===== src/rtl/uart_tx_periph_if.sv =====
//------------------------------------------------------------------------------
// uart_tx_periph_if : data-bus slave port of the UART transmitter peripheral
// Revision: 1.0
//------------------------------------------------------------------------------
`default_nettype none

interface uart_tx_periph_if;
  logic        sel;
  logic        we;
  logic [1:0]  addr;
  logic [31:0] wdata;
  logic [31:0] rdata;

  modport master (output sel, output we, output addr, output wdata, input rdata);
  modport slave  (input sel, input we, input addr, input wdata, output rdata);
endinterface

`default_nettype wire


===== src/rtl/uart_tx_periph.sv =====
//------------------------------------------------------------------------------
// uart_tx_periph : memory-mapped 8N1 UART transmitter with a write FIFO
// Revision: 1.0
//------------------------------------------------------------------------------
`default_nettype none

module uart_tx_periph #(
  parameter int CLK_DIV    = 434,
  parameter int FIFO_DEPTH = 16
) (
  input  wire logic          clk,
  input  wire logic          rst_n,
  uart_tx_periph_if.slave    bus,
  output logic               tx,
  output logic               tx_busy,
  output logic               irq_empty
);

  localparam int AW = $clog2(FIFO_DEPTH);
  localparam int BW = $clog2(CLK_DIV);
  localparam logic [BW-1:0] C_BAUD_RELOAD = BW'(CLK_DIV - 1);
  localparam logic [AW:0]   C_DEPTH       = (AW + 1)'(FIFO_DEPTH);

  typedef enum logic [1:0] {
    ST_IDLE  = 2'd0,
    ST_START = 2'd1,
    ST_DATA  = 2'd2,
    ST_STOP  = 2'd3
  } state_t;

  state_t          r_state;
  logic [BW-1:0]   r_baud;
  logic [2:0]      r_bit_idx;
  logic [7:0]      r_shift;

  logic [7:0]      r_mem [FIFO_DEPTH];
  logic [AW-1:0]   r_wr_ptr;
  logic [AW-1:0]   r_rd_ptr;
  logic [AW:0]     r_count;
  logic            r_overflow;

  logic            w_empty;
  logic            w_full;
  logic            w_wr_txdata;
  logic            w_wr_status;
  logic            w_push;
  logic            w_pop;
  logic            w_baud_done;
  logic [31:0]     w_status;
  logic            w_unused;

  assign w_empty     = (r_count == '0);
  assign w_full      = (r_count == C_DEPTH);
  assign w_wr_txdata = bus.sel & bus.we & (bus.addr == 2'd0);
  assign w_wr_status = bus.sel & bus.we & (bus.addr == 2'd1);
  assign w_push      = w_wr_txdata & ~w_full;
  assign w_baud_done = (r_baud == '0);
  // Must match exactly the cases where the FSM loads r_shift from the FIFO head.
  assign w_pop       = ~w_empty & ((r_state == ST_IDLE) |
                                   ((r_state == ST_STOP) & w_baud_done));

  assign tx_busy   = (r_state != ST_IDLE) | ~w_empty;
  assign irq_empty = (r_state == ST_IDLE) & w_empty;

  assign w_status = {16'h0000, 8'(r_count), 4'h0, r_overflow, w_empty, w_full, tx_busy};
  assign w_unused = ^bus.wdata[31:8];

  always_ff @(posedge clk) begin
    if (w_push) begin
      r_mem[r_wr_ptr] <= bus.wdata[7:0];
    end
  end

  always_ff @(posedge clk or negedge rst_n) begin
    if (!rst_n) begin
      r_wr_ptr   <= '0;
      r_rd_ptr   <= '0;
      r_count    <= '0;
      r_overflow <= 1'b0;
    end else begin
      if (w_push) begin
        r_wr_ptr <= r_wr_ptr + AW'(1);
      end
      if (w_pop) begin
        r_rd_ptr <= r_rd_ptr + AW'(1);
      end
      case ({w_push, w_pop})
        2'b10:   r_count <= r_count + (AW + 1)'(1);
        2'b01:   r_count <= r_count - (AW + 1)'(1);
        default: r_count <= r_count;
      endcase
      // Full is judged on the pre-edge count, so a same-edge pop never rescues the byte.
      if (w_wr_txdata & w_full) begin
        r_overflow <= 1'b1;
      end else if (w_wr_status & bus.wdata[3]) begin
        r_overflow <= 1'b0;
      end
    end
  end

  always_ff @(posedge clk or negedge rst_n) begin
    if (!rst_n) begin
      bus.rdata <= 32'h0;
    end else if (bus.sel & ~bus.we) begin
      bus.rdata <= (bus.addr == 2'd1) ? w_status : 32'h0;
    end
  end

  always_ff @(posedge clk or negedge rst_n) begin
    if (!rst_n) begin
      r_state   <= ST_IDLE;
      r_baud    <= '0;
      r_bit_idx <= '0;
      r_shift   <= '0;
      tx        <= 1'b1;
    end else begin
      case (r_state)
        ST_IDLE: begin
          tx <= 1'b1;
          if (!w_empty) begin
            r_shift <= r_mem[r_rd_ptr];
            r_baud  <= C_BAUD_RELOAD;
            tx      <= 1'b0;
            r_state <= ST_START;
          end
        end
        ST_START: begin
          if (w_baud_done) begin
            r_baud    <= C_BAUD_RELOAD;
            r_bit_idx <= 3'd0;
            tx        <= r_shift[0];
            r_state   <= ST_DATA;
          end else begin
            r_baud <= r_baud - BW'(1);
          end
        end
        ST_DATA: begin
          if (w_baud_done) begin
            r_baud <= C_BAUD_RELOAD;
            if (r_bit_idx == 3'd7) begin
              tx      <= 1'b1;
              r_state <= ST_STOP;
            end else begin
              r_bit_idx <= r_bit_idx + 3'd1;
              tx        <= r_shift[r_bit_idx + 3'd1];
            end
          end else begin
            r_baud <= r_baud - BW'(1);
          end
        end
        ST_STOP: begin
          if (w_baud_done) begin
            if (!w_empty) begin
              r_shift <= r_mem[r_rd_ptr];
              r_baud  <= C_BAUD_RELOAD;
              tx      <= 1'b0;
              r_state <= ST_START;
            end else begin
              r_state <= ST_IDLE;
            end
          end else begin
            r_baud <= r_baud - BW'(1);
          end
        end
        default: begin
          tx      <= 1'b1;
          r_state <= ST_IDLE;
        end
      endcase
    end
  end

endmodule

`default_nettype wire

===== src/flat_wrapper.sv =====
// flat-port wrapper written by rule: the top's interface ports become plain ports
module uart_tx_periph_flat 
#(
  parameter int CLK_DIV    = 434,
  parameter int FIFO_DEPTH = 16
)
  (clk, rst_n, tx, tx_busy, irq_empty, bus_sel, bus_we, bus_addr, bus_wdata, bus_rdata);
  uart_tx_periph_if bus_i ();
  input  wire logic clk;
  input  wire logic rst_n;
  output logic tx;
  output logic tx_busy;
  output logic irq_empty;
  input wire logic [$bits(bus_i.sel)-1:0] bus_sel;
  input wire logic [$bits(bus_i.we)-1:0] bus_we;
  input wire logic [$bits(bus_i.addr)-1:0] bus_addr;
  input wire logic [$bits(bus_i.wdata)-1:0] bus_wdata;
  output wire logic [$bits(bus_i.rdata)-1:0] bus_rdata;
  assign bus_i.sel = bus_sel;
  assign bus_i.we = bus_we;
  assign bus_i.addr = bus_addr;
  assign bus_i.wdata = bus_wdata;
  assign bus_rdata = bus_i.rdata;
  uart_tx_periph #(.CLK_DIV(CLK_DIV), .FIFO_DEPTH(FIFO_DEPTH)) u_core (.clk(clk), .rst_n(rst_n), .bus(bus_i), .tx(tx), .tx_busy(tx_busy), .irq_empty(irq_empty));
endmodule

===== config.mk =====
export PLATFORM = sky130hd
export DESIGN_NAME = uart_tx_periph_flat
export DESIGN_NICKNAME = d
export VERILOG_FILES = /design/src/rtl/uart_tx_periph_if.sv /design/src/rtl/uart_tx_periph.sv /design/src/flat_wrapper.sv
export SDC_FILE = /design/constraint.sdc
export NUM_CORES = 1
export LEC_CHECK = 0
export ABC_AREA = 0
export CAP_MARGIN = 20
export CORE_MARGIN = 3
export CORE_UTILIZATION = 46
export DETAILED_ROUTE_END_ITERATION = 7
export GPL_ROUTABILITY_DRIVEN = 0
export GPL_TIMING_DRIVEN = 1
export PLACE_DENSITY = 0.69
export SETUP_SLACK_MARGIN = 0.3
export SLEW_MARGIN = 5
export SYNTH_ARGS = -nofsm -noshare
export SYNTH_HDL_FRONTEND = slang
export SYNTH_SLANG_ARGS = --single-unit

===== constraint.sdc =====
create_clock -name clk -period 2.85 [get_ports clk]
set_clock_uncertainty 0.1 [all_clocks]
set_input_delay 0.285 -clock clk [delete_from_list [all_inputs] [get_ports clk]]
set_output_delay 0.285 -clock clk [all_outputs]
set_load 0.1 [all_outputs]

==> flow_summary.toml <==
[status]
status = "completed"

[global_route]
antenna_found_initial = 0
grt_usage = 0.169
grt.busiest_layer = "met2"
grt_use_met1 = 0.223
grt_pass1_vias = 4244
use_met2 = 0.280
grt_pass1_wl_um = 23200
grt_overflow_total = 0
gr-usage-met3 = 0.0364
grt_max_degree = 35

[die]
num_rows = 46
die_x_um = 135
die_height_um = 135
io_pins = 73
die_area_sq_um = 18300
start_util = 0.478
core_sq_um = 16100

[sta]
drv_slew = 0
finalCritPeriodShare = 0.922
fin_tns_setup_ns = 0
min_period_ns = 2.63
fmax_mhz = 380
worst_pin_slew_ns = 1.04
finalSetupViolCount = 0
hold_viol_final = 0
rsz0062_at_grt = "yes"
relSlewSlack = 0.307

[cts]
cts-root-buf = "clkbuf_16"
cts_sinks = 174
clkTransAtPathRegs_ns = 0.08
cts_buffers = 17
clk_latency_ns = 0.43
htree_levels = 4
clockBufferDepth = 2
cts_tree = "built"

[yosys]
synth.cell_area_sq_um = 7700
synth.top_cells.by_area = "edfxtp_1, dfrtp_1, mux4_2"
synth_top_flop_cell = "edfxtp_1"
synth_top_area_cell = "edfxtp_1"
synth_top_cell_area_share = 0.499
yosys_warnings = 0
synth_edf_count = 128
synth-seq-cells = 174
synth_cell_type_count = 49
seq_area_frac_synth = 0.649
async_reset_ff_frac = 0.264
synthCells = 461
avgSynthCellArea_sq_um = 16.7

[detailed_routing]
via_per_inst = 5.39
drtIter0Drc = 265
detail-route-antenna-nets = 0
avgRoutedWirePerCell_um = 18.9
drt-pass1-iter-count = 4
drt_wl_total_um = 14100
vias = 4039
drc = 0

[run]
max_cap_viol_count = 0

[setup_path]
end_kind = "flip-flop"
worstSetupStartpoint = "u_core.r_count[3]"
r2r-end = "u_core.r_count[3]"
start_kind = "flip-flop"
critPathArrivalTime_ns = 2.84
crit_type = "flip-flop to flip-flop"
reg2reg_from = "u_core.r_count[3]"
required_ns = 3.06
critPathMaxFanout = 4
r2r_cells = 11
ff2ff_setup_slack_ns = 0.22

[final_layout]
fin_util = 0.556
drive_above_1_share = 0.250
area_growth_syn_to_layout_pct = 16.4
num_antenna_cells = 0
final_nets = 577
nFillCells = 1257

[hold_path]
hp-class = "primary input to asynchronous set/reset pin"

[placement]
dp_hpwl_um = 9350
io_buffers = 25

[power_and_ir_drop]
power.leakage_nw = 3.31
ir_worst_vdd_mv = 0.610
p_per_area_nw_per_um2 = 1030
total_power_w = 0.00921
==> report_power, final <==
| group | switching (W) | internal (W) | leakage, nW |
|---|---|---|---|
| sequential | 0.000348 | 0.00302 | 1.72 |
| combinational | 0.00176 | 0.00170 | 1.29 |
| clock | 0.00117 | 0.00122 | 0.302 |
| total | 0.00328 | 0.00594 | 3.31 |
==> timing repair <==
action / CTS / global route
hold endpoints to repair: 21 / 0
pin swaps: 8 / 6
setup endpoints to repair: 3 / 4
hold buffers: 1 / 0
setup buffers: 11 / 1
gates resized for setup: 7 / 2
cloned: 0 / 0
==> through the flow <==
step	cell area [sq um]	setup slack, ns	cells	hold WS [ns]
after floorplan	7810	0.0916	483	-0.111
after global placement	8210	0.153	704	0.171
after detailed placement	8210	0.0735	704	0.178
after CTS	8950	0.223	748	0.239
after global routing	8970	0.100	749	0.293
final	8970	0.222	749	0.249
==> metal layers <==
| layer | share of wire | up-vias |
|---|---|---|
| met3 | 0.046 | 5 |
| met1 | 0.43 | 2056 |
| met2 | 0.52 | 104 |
| li1 | - | 1874 |
| met5 | 0 | - |
| met4 | 0.0055 | 0 |
==> how the worst max path moves through the flow <==
| stage | slack [ns] | to | cells past startpoint |
|---|---|---|---|
| 2_1_floorplan | 0.09 | u_core.r_count[4] | 13 |
| 3_3_place_gp | 0.15 | u_core.r_count[4] | 13 |
| 3_5_place_dp | 0.07 | u_core.r_count[4] | 13 |
| 4_1_cts | 0.22 | u_core.r_count[4] | 13 |
| 5_1_grt | 0.10 | u_core.r_count[3] | 11 |
| 6_report | 0.22 | u_core.r_count[3] | 11 |
==> flip-flops by register name, summed over array words and instances (netlist names) <==
register and count:
u_core.r_mem 128, u_core.bus.rdata 9, u_core.r_baud 9, u_core.r_shift 8, u_core.r_count 5, u_core.r_rd_ptr 4, u_core.r_wr_ptr 4, u_core.r_bit_idx 3
u_core.r_state 2, u_core.r_overflow 1, u_core.tx 1
==> final cells by class <==
type                       instances  area (sq um)  area share
sequential                       174          5000       0.557
multi-input combinational        250          2480       0.277
timing repair buffer              59           523      0.0583
clock buffer                      17           425      0.0474
tap                              216           270      0.0301
clock inverter                    15           199      0.0222
inverter                          18          71.3     0.00795
==> worst max-delay path, stage by stage (launching register included) <==
cell,delay (ns)
dfrtp_1,0.45
nor4_4,0.26
buf_4,0.16
nor2b_1,0.18
nor2_2,0.08
ha_4,0.18
buf_4,0.13
ha_1,0.26
a21o_1,0.18
a21oi_1,0.21
xor2_1,0.20
o21ai_0,0.11
==> placed cells by master (no fill, tap or decap), drive strengths merged, types with 4 or more instances in the layout <==
| cell | netlist | final |
|---|---|---|
| edfxtp | 128 | 128 |
| conb | 1 | 23 |
| mux2 | 9 | 9 |
| nor3b | 7 | 7 |
| clkbuf | 7 | 17 |
| ha | 18 | 18 |
| and2 | 13 | 13 |
| xor2 | 5 | 5 |
| xnor2 | 6 | 6 |
| a22o | 9 | 9 |
| nor3 | 5 | 5 |
| mux4 | 42 | 42 |
| dfrtp | 45 | 45 |
| o21ai | 20 | 20 |
| a21oi | 14 | 14 |
| buf | 34 | 46 |
| clkdlybuf4s50 | 0 | 12 |
| nor2 | 15 | 15 |
| nor2b | 5 | 5 |
| clkinv | 0 | 5 |
| nand2 | 18 | 18 |
| a31oi | 4 | 4 |
| inv | 18 | 27 |
==> logic make-up (layout without fill, tap and decap cells) <==
group           count (synthesis)  after routing  synth area share
flops                         174            174             0.649
fa+ha+maj                      19             19            0.0318
mux                            52             52             0.144
simple gates                   80             80            0.0601
xor+xnor                       11             11            0.0125
other cells                     1             23          0.000487
buf+inv                        59            109            0.0473
compound gates                 65             65            0.0551
==> Yosys cell counts, types with 4 or more instances <==
cell / n
edfxtp_1: 128
dfrtp_1: 45
mux4_2: 28
buf_4: 27
o21ai_0: 20
ha_1: 18
inv_1: 18
nand2_1: 18
nor2_1: 15
a21oi_1: 14
mux4_1: 14
and2_1: 13
a22o_1: 9
mux2_2: 9
clkbuf_1: 7
nor3b_1: 7
xnor2_1: 6
nor2b_1: 5
xor2_1: 5
a31oi_1: 4
nor3_1: 4
Power figures use the tool's default switching activity.
